<file path="src/rtl/mem_access_unit_way0.sv">
// Way-0 memory access unit: one outstanding load/store against a 64-bit RAM port, result held
// for the load-extract stage. Define MEM_MISALIGN_TRAP_EN to trap size-misaligned accesses.
module mem_access_unit_way0 #(
  parameter int unsigned TIMEOUT = 255
) (
  input  logic        clk,
  input  logic        reset_n,
  // upstream request
  input  logic        valid_i,
  output logic        ready_o,
  input  logic        memRead_i,
  input  logic        memWrite_i,
  input  logic [2:0]  funct3_i,
  input  logic [31:0] addr_i,
  input  logic [63:0] storeData_i,
  input  logic        rdWriteEnable_i,
  input  logic [4:0]  rdAddr_i,
  input  logic [63:0] rdData_i,
  input  logic [1:0]  way0_pID_i,
  // RAM side
  output logic        readReq_o,
  output logic [31:0] readAddr_o,
  output logic        writeReq_o,
  output logic [31:0] writeAddr_o,
  output logic [63:0] writeData_o,
  output logic [7:0]  writeMask_o,
  input  logic [63:0] readData_i,
  input  logic        dataOk_i,
  // load-extract stage
  output logic        valid_o,
  input  logic        ready_i,
  output logic        rdWriteEnable_o,
  output logic [4:0]  rdAddr_o,
  output logic [63:0] rdData_o,
  output logic [1:0]  way0_pID_o,
  output logic [2:0]  funct3_o,
  output logic [63:0] readData_o,
  output logic        busErr_o,
  output logic        misalign_o
);

  localparam int unsigned CntW = $clog2(TIMEOUT + 1);

  typedef enum logic [1:0] {StIdle, StRead, StWrite, StResp} state_e;

  state_e state_q, state_d;

  logic            accept;
  logic            trap;
  logic            time_out;
  logic [CntW-1:0] cnt_q;
  logic [CntW-1:0] cnt_inc;

  logic [2:0]  funct3_q;
  logic [31:0] addr_q;
  logic [63:0] store_data_q;
  logic        rd_we_q;
  logic [4:0]  rd_addr_q;
  logic [63:0] rd_data_q;
  logic [1:0]  pid_q;
  logic [63:0] read_data_q;
  logic        bus_err_q;

  logic [5:0] lane_shift;
  logic [7:0] size_mask;

  assign accept   = valid_i && (state_q == StIdle);
  // cnt_q counts completed wait cycles, so cnt_inc is the number of the current cycle
  assign cnt_inc  = cnt_q + CntW'(1);
  assign time_out = (cnt_inc == CntW'(TIMEOUT));

`ifdef MEM_MISALIGN_TRAP_EN
  logic misalign_acc;
  logic misalign_q;

  always_comb begin
    misalign_acc = 1'b0;
    unique case (funct3_i[1:0])
      2'b01:   misalign_acc = addr_i[0];
      2'b10:   misalign_acc = |addr_i[1:0];
      2'b11:   misalign_acc = |addr_i[2:0];
      default: misalign_acc = 1'b0;
    endcase
  end

  assign trap = (memRead_i || memWrite_i) && misalign_acc;

  always_ff @(posedge clk or negedge reset_n) begin
    if (!reset_n) begin
      misalign_q <= 1'b0;
    end else if (accept) begin
      misalign_q <= trap;
    end
  end

  assign misalign_o = misalign_q;
`else
  assign trap       = 1'b0;
  assign misalign_o = 1'b0;
`endif

  // State register
  always_ff @(posedge clk or negedge reset_n) begin
    if (!reset_n) begin
      state_q <= StIdle;
    end else begin
      state_q <= state_d;
    end
  end

  // Next-state logic
  always_comb begin
    state_d = state_q;
    unique case (state_q)
      StIdle: begin
        if (accept) begin
          if (trap)            state_d = StResp;
          else if (memRead_i)  state_d = StRead;
          else if (memWrite_i) state_d = StWrite;
          else                 state_d = StResp;
        end
      end
      StRead, StWrite: begin
        if (dataOk_i || time_out) state_d = StResp;
      end
      StResp: begin
        if (ready_i) state_d = StIdle;
      end
      default: state_d = StIdle;
    endcase
  end

  // Handshake and request outputs
  always_comb begin
    ready_o    = 1'b0;
    valid_o    = 1'b0;
    readReq_o  = 1'b0;
    writeReq_o = 1'b0;
    unique case (state_q)
      StIdle:  ready_o    = 1'b1;
      StRead:  readReq_o  = 1'b1;
      StWrite: writeReq_o = 1'b1;
      StResp:  valid_o    = 1'b1;
      default: ;
    endcase
  end

  // Captured command, writeback fields, result and wait counter
  always_ff @(posedge clk or negedge reset_n) begin
    if (!reset_n) begin
      funct3_q     <= '0;
      addr_q       <= '0;
      store_data_q <= '0;
      rd_we_q      <= 1'b0;
      rd_addr_q    <= '0;
      rd_data_q    <= '0;
      pid_q        <= '0;
      read_data_q  <= '0;
      bus_err_q    <= 1'b0;
      cnt_q        <= '0;
    end else if (accept) begin
      funct3_q     <= funct3_i;
      addr_q       <= addr_i;
      store_data_q <= storeData_i;
      rd_we_q      <= rdWriteEnable_i && !trap;
      rd_addr_q    <= rdAddr_i;
      rd_data_q    <= rdData_i;
      pid_q        <= way0_pID_i;
      read_data_q  <= '0;
      bus_err_q    <= 1'b0;
      cnt_q        <= '0;
    end else if (state_q == StRead || state_q == StWrite) begin
      if (dataOk_i) begin
        if (state_q == StRead) read_data_q <= readData_i >> lane_shift;
      end else if (time_out) begin
        bus_err_q   <= 1'b1;
        read_data_q <= '0;
        rd_we_q     <= 1'b0;
      end else begin
        cnt_q <= cnt_inc;
      end
    end
  end

  always_comb begin
    unique case (funct3_q[1:0])
      2'b00:   size_mask = 8'h01;
      2'b01:   size_mask = 8'h03;
      2'b10:   size_mask = 8'h0F;
      default: size_mask = 8'hFF;
    endcase
  end

  // Byte lanes past the doubleword are shifted out and dropped
  assign lane_shift  = {addr_q[2:0], 3'b000};
  assign readAddr_o  = {addr_q[31:3], 3'b000};
  assign writeAddr_o = {addr_q[31:3], 3'b000};
  assign writeData_o = store_data_q << lane_shift;
  assign writeMask_o = size_mask << addr_q[2:0];

  assign rdWriteEnable_o = rd_we_q;
  assign rdAddr_o        = rd_addr_q;
  assign rdData_o        = rd_data_q;
  assign way0_pID_o      = pid_q;
  assign funct3_o        = funct3_q;
  assign readData_o      = read_data_q;
  assign busErr_o        = bus_err_q;

endmodule

</file>
<file path="config.mk">
export PLATFORM = sky130hd
export DESIGN_NAME = mem_access_unit_way0
export DESIGN_NICKNAME = d
export VERILOG_FILES = /design/src/rtl/mem_access_unit_way0.sv
export SDC_FILE = /design/constraint.sdc
export NUM_CORES = 1
export LEC_CHECK = 0
export BUFFER_PORTS_ARGS = -buffer_cell sky130_fd_sc_hd__buf_4
export CORE_AREA = 2 2 201 203
export CTS_BUF_LIST = sky130_fd_sc_hd__clkbuf_8
export CTS_CLUSTER_SIZE = 16
export DETAILED_ROUTE_END_ITERATION = 10
export DIE_AREA = 0 0 203 205
export GPL_ROUTABILITY_DRIVEN = 0
export REMOVE_ABC_BUFFERS = 1
export SLEW_MARGIN = 40
export SYNTH_ARGS = -nofsm -noshare
export SYNTH_HDL_FRONTEND = slang
export SYNTH_SLANG_ARGS = --single-unit
</file>
<file path="constraint.sdc">
create_clock -name clk -period 2.4 [get_ports clk]
set_clock_uncertainty 0.15 [all_clocks]
set_input_delay 0.36 -clock clk [delete_from_list [all_inputs] [get_ports clk]]
set_output_delay 0.36 -clock clk [all_outputs]
set_load 0.02 [all_outputs]
</file>
======== After elaboration in Yosys (flattened, before gate mapping) ========
Index checks and enable logic that the tools add are counted.
word-level totals
  bits in registers ....................... 246
  logic and storage cells ................. 68
cells by class
  add/subtract/negate cells ............... 1
  equality and inequality tests ........... 12
  shifts and indexed selects .............. 3
  mux-type cells .......................... 28
  reductions and logical operators ........ 13
operator list
  cell                   number
  $mux W64               5
  $shl A64 B6 Y64        1
  $shr A64 B6 Y64        1
  $mux W8                4
  $pmux W8 S3            1
  $mux W1                13
  $reduce_and A3 Y1      4
  $add A8 B1 Y8 const B  1
  $eq A8 B8 Y1 const B   1
  $mux W2                4
  $ne A2 B2 Y1 const B   4
  $shl A8 B3 Y8          1
  $eq A2 B2 Y1 const B   3
  $pmux W2 S3            1
  $eq A2 B1 Y1 const B   2
  $logic_not A2 Y1       2
  $reduce_bool A2 Y1     2
  $ne A3 B1 Y1 const B   1
  $reduce_bool A3 Y1     1
  $logic_or A1 B1 Y1     2
  $ne A2 B1 Y1 const B   1
  $reduce_or A2 Y1       1
  $logic_and A1 B1 Y1    1

======== Depth between registers and ports, before layout ========
  depth after elaboration ................. 6
  depth in mapped cells ................... 10
  gate-level depth less buffers ........... 8

======== Least setup slack after synthesis ========
OpenSTA, ideal clock, no wires.
  kind .................................... register -> output
  from .................................... reg addr_q[0]
  to ...................................... out writeData_o[32]
  data arrival time ....................... 2,018 ps
  data required time ...................... 1,890 ps
  path slack .............................. -128 ps
  stages on the path, launching flop included .. 7
  cell sequence ........................... dfrtp_1 buf_1 buf_2 buf_2 buf_1 a21oi_1 o21ai_0
on the way
  longest elaborated chain between the ends .. 1
RTL lines
  what                    RTL line  text
  start, declared         55        logic [31:0] addr_q;
  start signal, assigned  163       addr_q <= addr_i;
  $shl A64 B6 Y64         198       assign writeData_o = store_data_q << lane_shift;
  end, declared           25        output logic [63:0] writeData_o,
Every way passes these cells.

======== Worst setup path in the final report ========
  from .................................... reg addr_q[1]
  to ...................................... out writeData_o[52]
Same word-level chain as after synthesis.

==> flow_metrics.env <==
export IMPL_ys_warn_count=0
export IMPL_power_density_mw_per_mm2=1424
export IMPL_drc=0
export IMPL_layout_drive_gt1_share=0.3640
export IMPL_track_usage=0.2474
export IMPL_drt_iter0_drc=835
export IMPL_antenna_found_initial=3
export IMPL_finalHoldWorstSlack_ps=66.86
export IMPL_via_count=14260
export IMPL_outcome="finished with violations"
export IMPL_clock_sinks=246
export IMPL_hold_viol_final=0
export IMPL_grt_pass1_vias=14290
export IMPL_timing_reg2reg_setup_slack_ps=50
export IMPL_coreArea_sq_mm=0.03937
export IMPL_synth_avg_cell_area_sq_um=8.328
export IMPL_ios=523
export IMPL_clkLatencyLatePin_ps=610
export IMPL_wl_per_cell_microns=19.27
export IMPL_finalSetupViolCount=72
export IMPL_slew_headroom=0.3562
export IMPL_tritoncts="built"
export IMPL_rr_endpoint="readData_o[23]"
export IMPL_ys_seq_elements=246
export IMPL_die_area_sq_mm=0.04162
export IMPL_syn_to_final_growth_pct=64.18
export IMPL_setup_ws_ps=-366.7
export IMPL_grt_pass1_wl_microns=80310
export IMPL_worstMarginPinSlew_ps=965.8
export IMPL_post_route_min_period_ps=2767
export IMPL_yosysMostFrequentCell="nand2_1"
export IMPL_grt_ovfl_total=0
export IMPL_postRouteAntennaNets=0
export IMPL_worst_r2r_path_depth=8
export IMPL_synth_area_sq_mm=0.01338
export IMPL_synth_top_area_frac=0.4602
export IMPL_htreeDepth=2
export IMPL_synth_top_area_cell="dfrtp_1"
export IMPL_grt_start_max_net_pins=171
export IMPL_synthCells=1606
export IMPL_ys_top_cells_by_area="dfrtp_1 (46%), nand2_1 (16%), mux2i_1 (6.3%), mux2_2 (4.0%), buf_4 (3.8%)"
export IMPL_cellLeakagePower_nw=11.00
export IMPL_r2r_start="cnt_q[0]"
export IMPL_worstSetupEndpointType="output pin"
export IMPL_crit_start="addr_q[1]"
export IMPL_synth_edf_count=0
export IMPL_final_util=0.5578
export IMPL_drv_slew=0
export IMPL_irDropWorstVdd_mv=0.8497
export IMPL_violations="setup timing"
export IMPL_die_h_microns=205
export IMPL_netlist_top_cells_count="nand2_1 (567), dfrtp_1 (246), nor2_1 (113)"
export IMPL_yosys_most_used_dff="dfrtp_1"
export IMPL_routed_wl_microns=54720
export IMPL_start_util=0.3398
export IMPL_clock_path_buffers=3
export IMPL_crit_path_max_fanout=8
export IMPL_clockRootBuffer="clkbuf_8"
export IMPL_rsz0062_at_grt="yes"
export IMPL_post_route_period_util=1.153
export IMPL_startpoint_type="register"
export IMPL_layout_nets=2528
export IMPL_placementRows=73
export IMPL_numPortBuffers=515
export IMPL_synth_distinct_cells=49
export IMPL_path_clk_slew_ps=70
export IMPL_cp_arrival_ps=2260
export IMPL_worst_setup_path_endpoint="writeData_o[52]"
export IMPL_drv_cap=0
export IMPL_fill_cells=3446
export IMPL_hold_path_class="input port to register"
export IMPL_drt_vias_per_instance=5.020
export IMPL_clock_fmax_ghz=0.3614
export IMPL_die_w_microns=203
export IMPL_firstDrtPassIters=5
export IMPL_dpl_hpwl_microns=35550
export IMPL_crit_type="register to output pin"
export IMPL_tns_ps=-18070
export IMPL_cts_buffers_inserted=47
export IMPL_synth_seq_area_share=0.4602
export IMPL_ys_async_sr_fraction=1.000
export IMPL_worstPathRequired_ps=1890
## layout make-up
cell class	count	area (sq um)	area share
clock inverter	25	156.4	0.007122
tap	525	656.9	0.02991
inverter	7	26.28	0.001197
antenna	2	5.005	0.0002279
clock buffer	57	784.5	0.03572
timing repair buffer	801	7302	0.3325
multi-input combinational	1177	6862	0.3125
sequential	246	6167	0.2808
## metrics by stage
stage	setup slack, ps	power (W)	instance area, sq um	std cells
2_1_floorplan	-4917	0.01626	12410	1430
3_3_place_gp	109.7	0.02322	17580	2521
3_5_place_dp	68.81	0.02340	17580	2521
4_1_cts	-401.5	0.03003	21390	2821
5_1_grt	-452.1	0.03298	21960	2840
6_report	-366.7	0.03128	21960	2840
## how the worst min path moves through the flow
| stage | startpoint | endpoint | slack, ps | cells past startpoint |
|---|---|---|---|---|
| 6_report | memWrite_i | state_q[0] | 70 | 3 |
| 3_5_place_dp | reset_n | readData_o[6] | 200 | 1 |
| 3_3_place_gp | reset_n | readData_o[6] | 200 | 1 |
| 5_1_grt | memWrite_i | state_q[0] | 50 | 3 |
| 4_1_cts | memWrite_i | state_q[0] | 7 | 3 |
| 2_1_floorplan | reset_n | addr_q[0] | -90 | 0 |
## registers in the layout (all words and copies together) (netlist names)
name             flops
rdData_o            64
cnt_q                8
rdAddr_o             5
way0_pID_o           2
rdWriteEnable_o      1
state_q              2
readData_o          64
funct3_o             3
busErr_o             1
store_data_q        64
addr_q              32
## worst max-delay path, cell delays in order, from the launching register on
cell     delay [ps]
dfrtp_4         520
buf_12          160
buf_16          150
mux2_4          330
nor2_4           80
a21oi_2          40
nor2_1          110
a21oi_1          60
buf_4           170
## report_power, final
group / switching [W] / internal, W / leakage, nW
sequential: 0.00157 / 0.00592 / 3.14
combinational: 0.0108 / 0.00876 / 7.31
clock: 0.00188 / 0.00235 / 0.548
total: 0.0142 / 0.0170 / 11.0
## layer usage
metal | vias up | global-route usage | part of all wire
met5 | - | 0 | 0.00031
met4 | 2 | 0.1194 | 0.043
met3 | 160 | 0.05807 | 0.084
met2 | 713 | 0.4337 | 0.50
met1 | 6765 | 0.2843 | 0.37
li1 | 6616 | - | -
## layout by cell type, fill, tap and decap left out, types with 8 or more instances in the layout
master           n
buf_4          519
o211ai_1        10
a211oi_1         9
inv_1           24
a21oi_1         67
and2_4          10
dfrtp_1        243
buf_6           44
nor2_4          15
dlygate4sd3_1  191
nor2_2          15
nand3_1         51
a21oi_2         24
nor2_1          83
o22ai_1          8
mux2_2          37
nor2b_1         14
mux2i_4         14
a211o_1          8
mux2_4          19
o31ai_1         25
clkbuf_8        57
o21ai_0         39
a31oi_1         12
buf_12          26
mux2i_1         67
nand2_1        566
## what timing repair did
| item | CTS | global route |
|---|---|---|
| buffers inserted | 20 | 12 |
| pin swaps | 17 | 23 |
| hold endpoints to repair | 370 | 0 |
| gates resized for setup | 147 | 90 |
| hold buffers | 191 | 0 |
| setup endpoints to repair | 72 | 96 |
| gates cloned | 7 | 7 |
## logic make-up (layout without fill, tap and decap cells)
kind of cell             Yosys count  after routing  synth area share
other                              1              9         0.0002804
multiplexers                     142            142            0.1156
AND/OR/NAND/NOR                  782            782            0.2356
AO/OA/AOI/OAI                    236            236            0.1044
XOR/XNOR                           4              4          0.002620
adder cells (fa/ha/maj)            6              6          0.005613
flip-flops                       246            246            0.4602
buffers and inverters            189            890           0.07559
(Power assumes the default switching activity.)
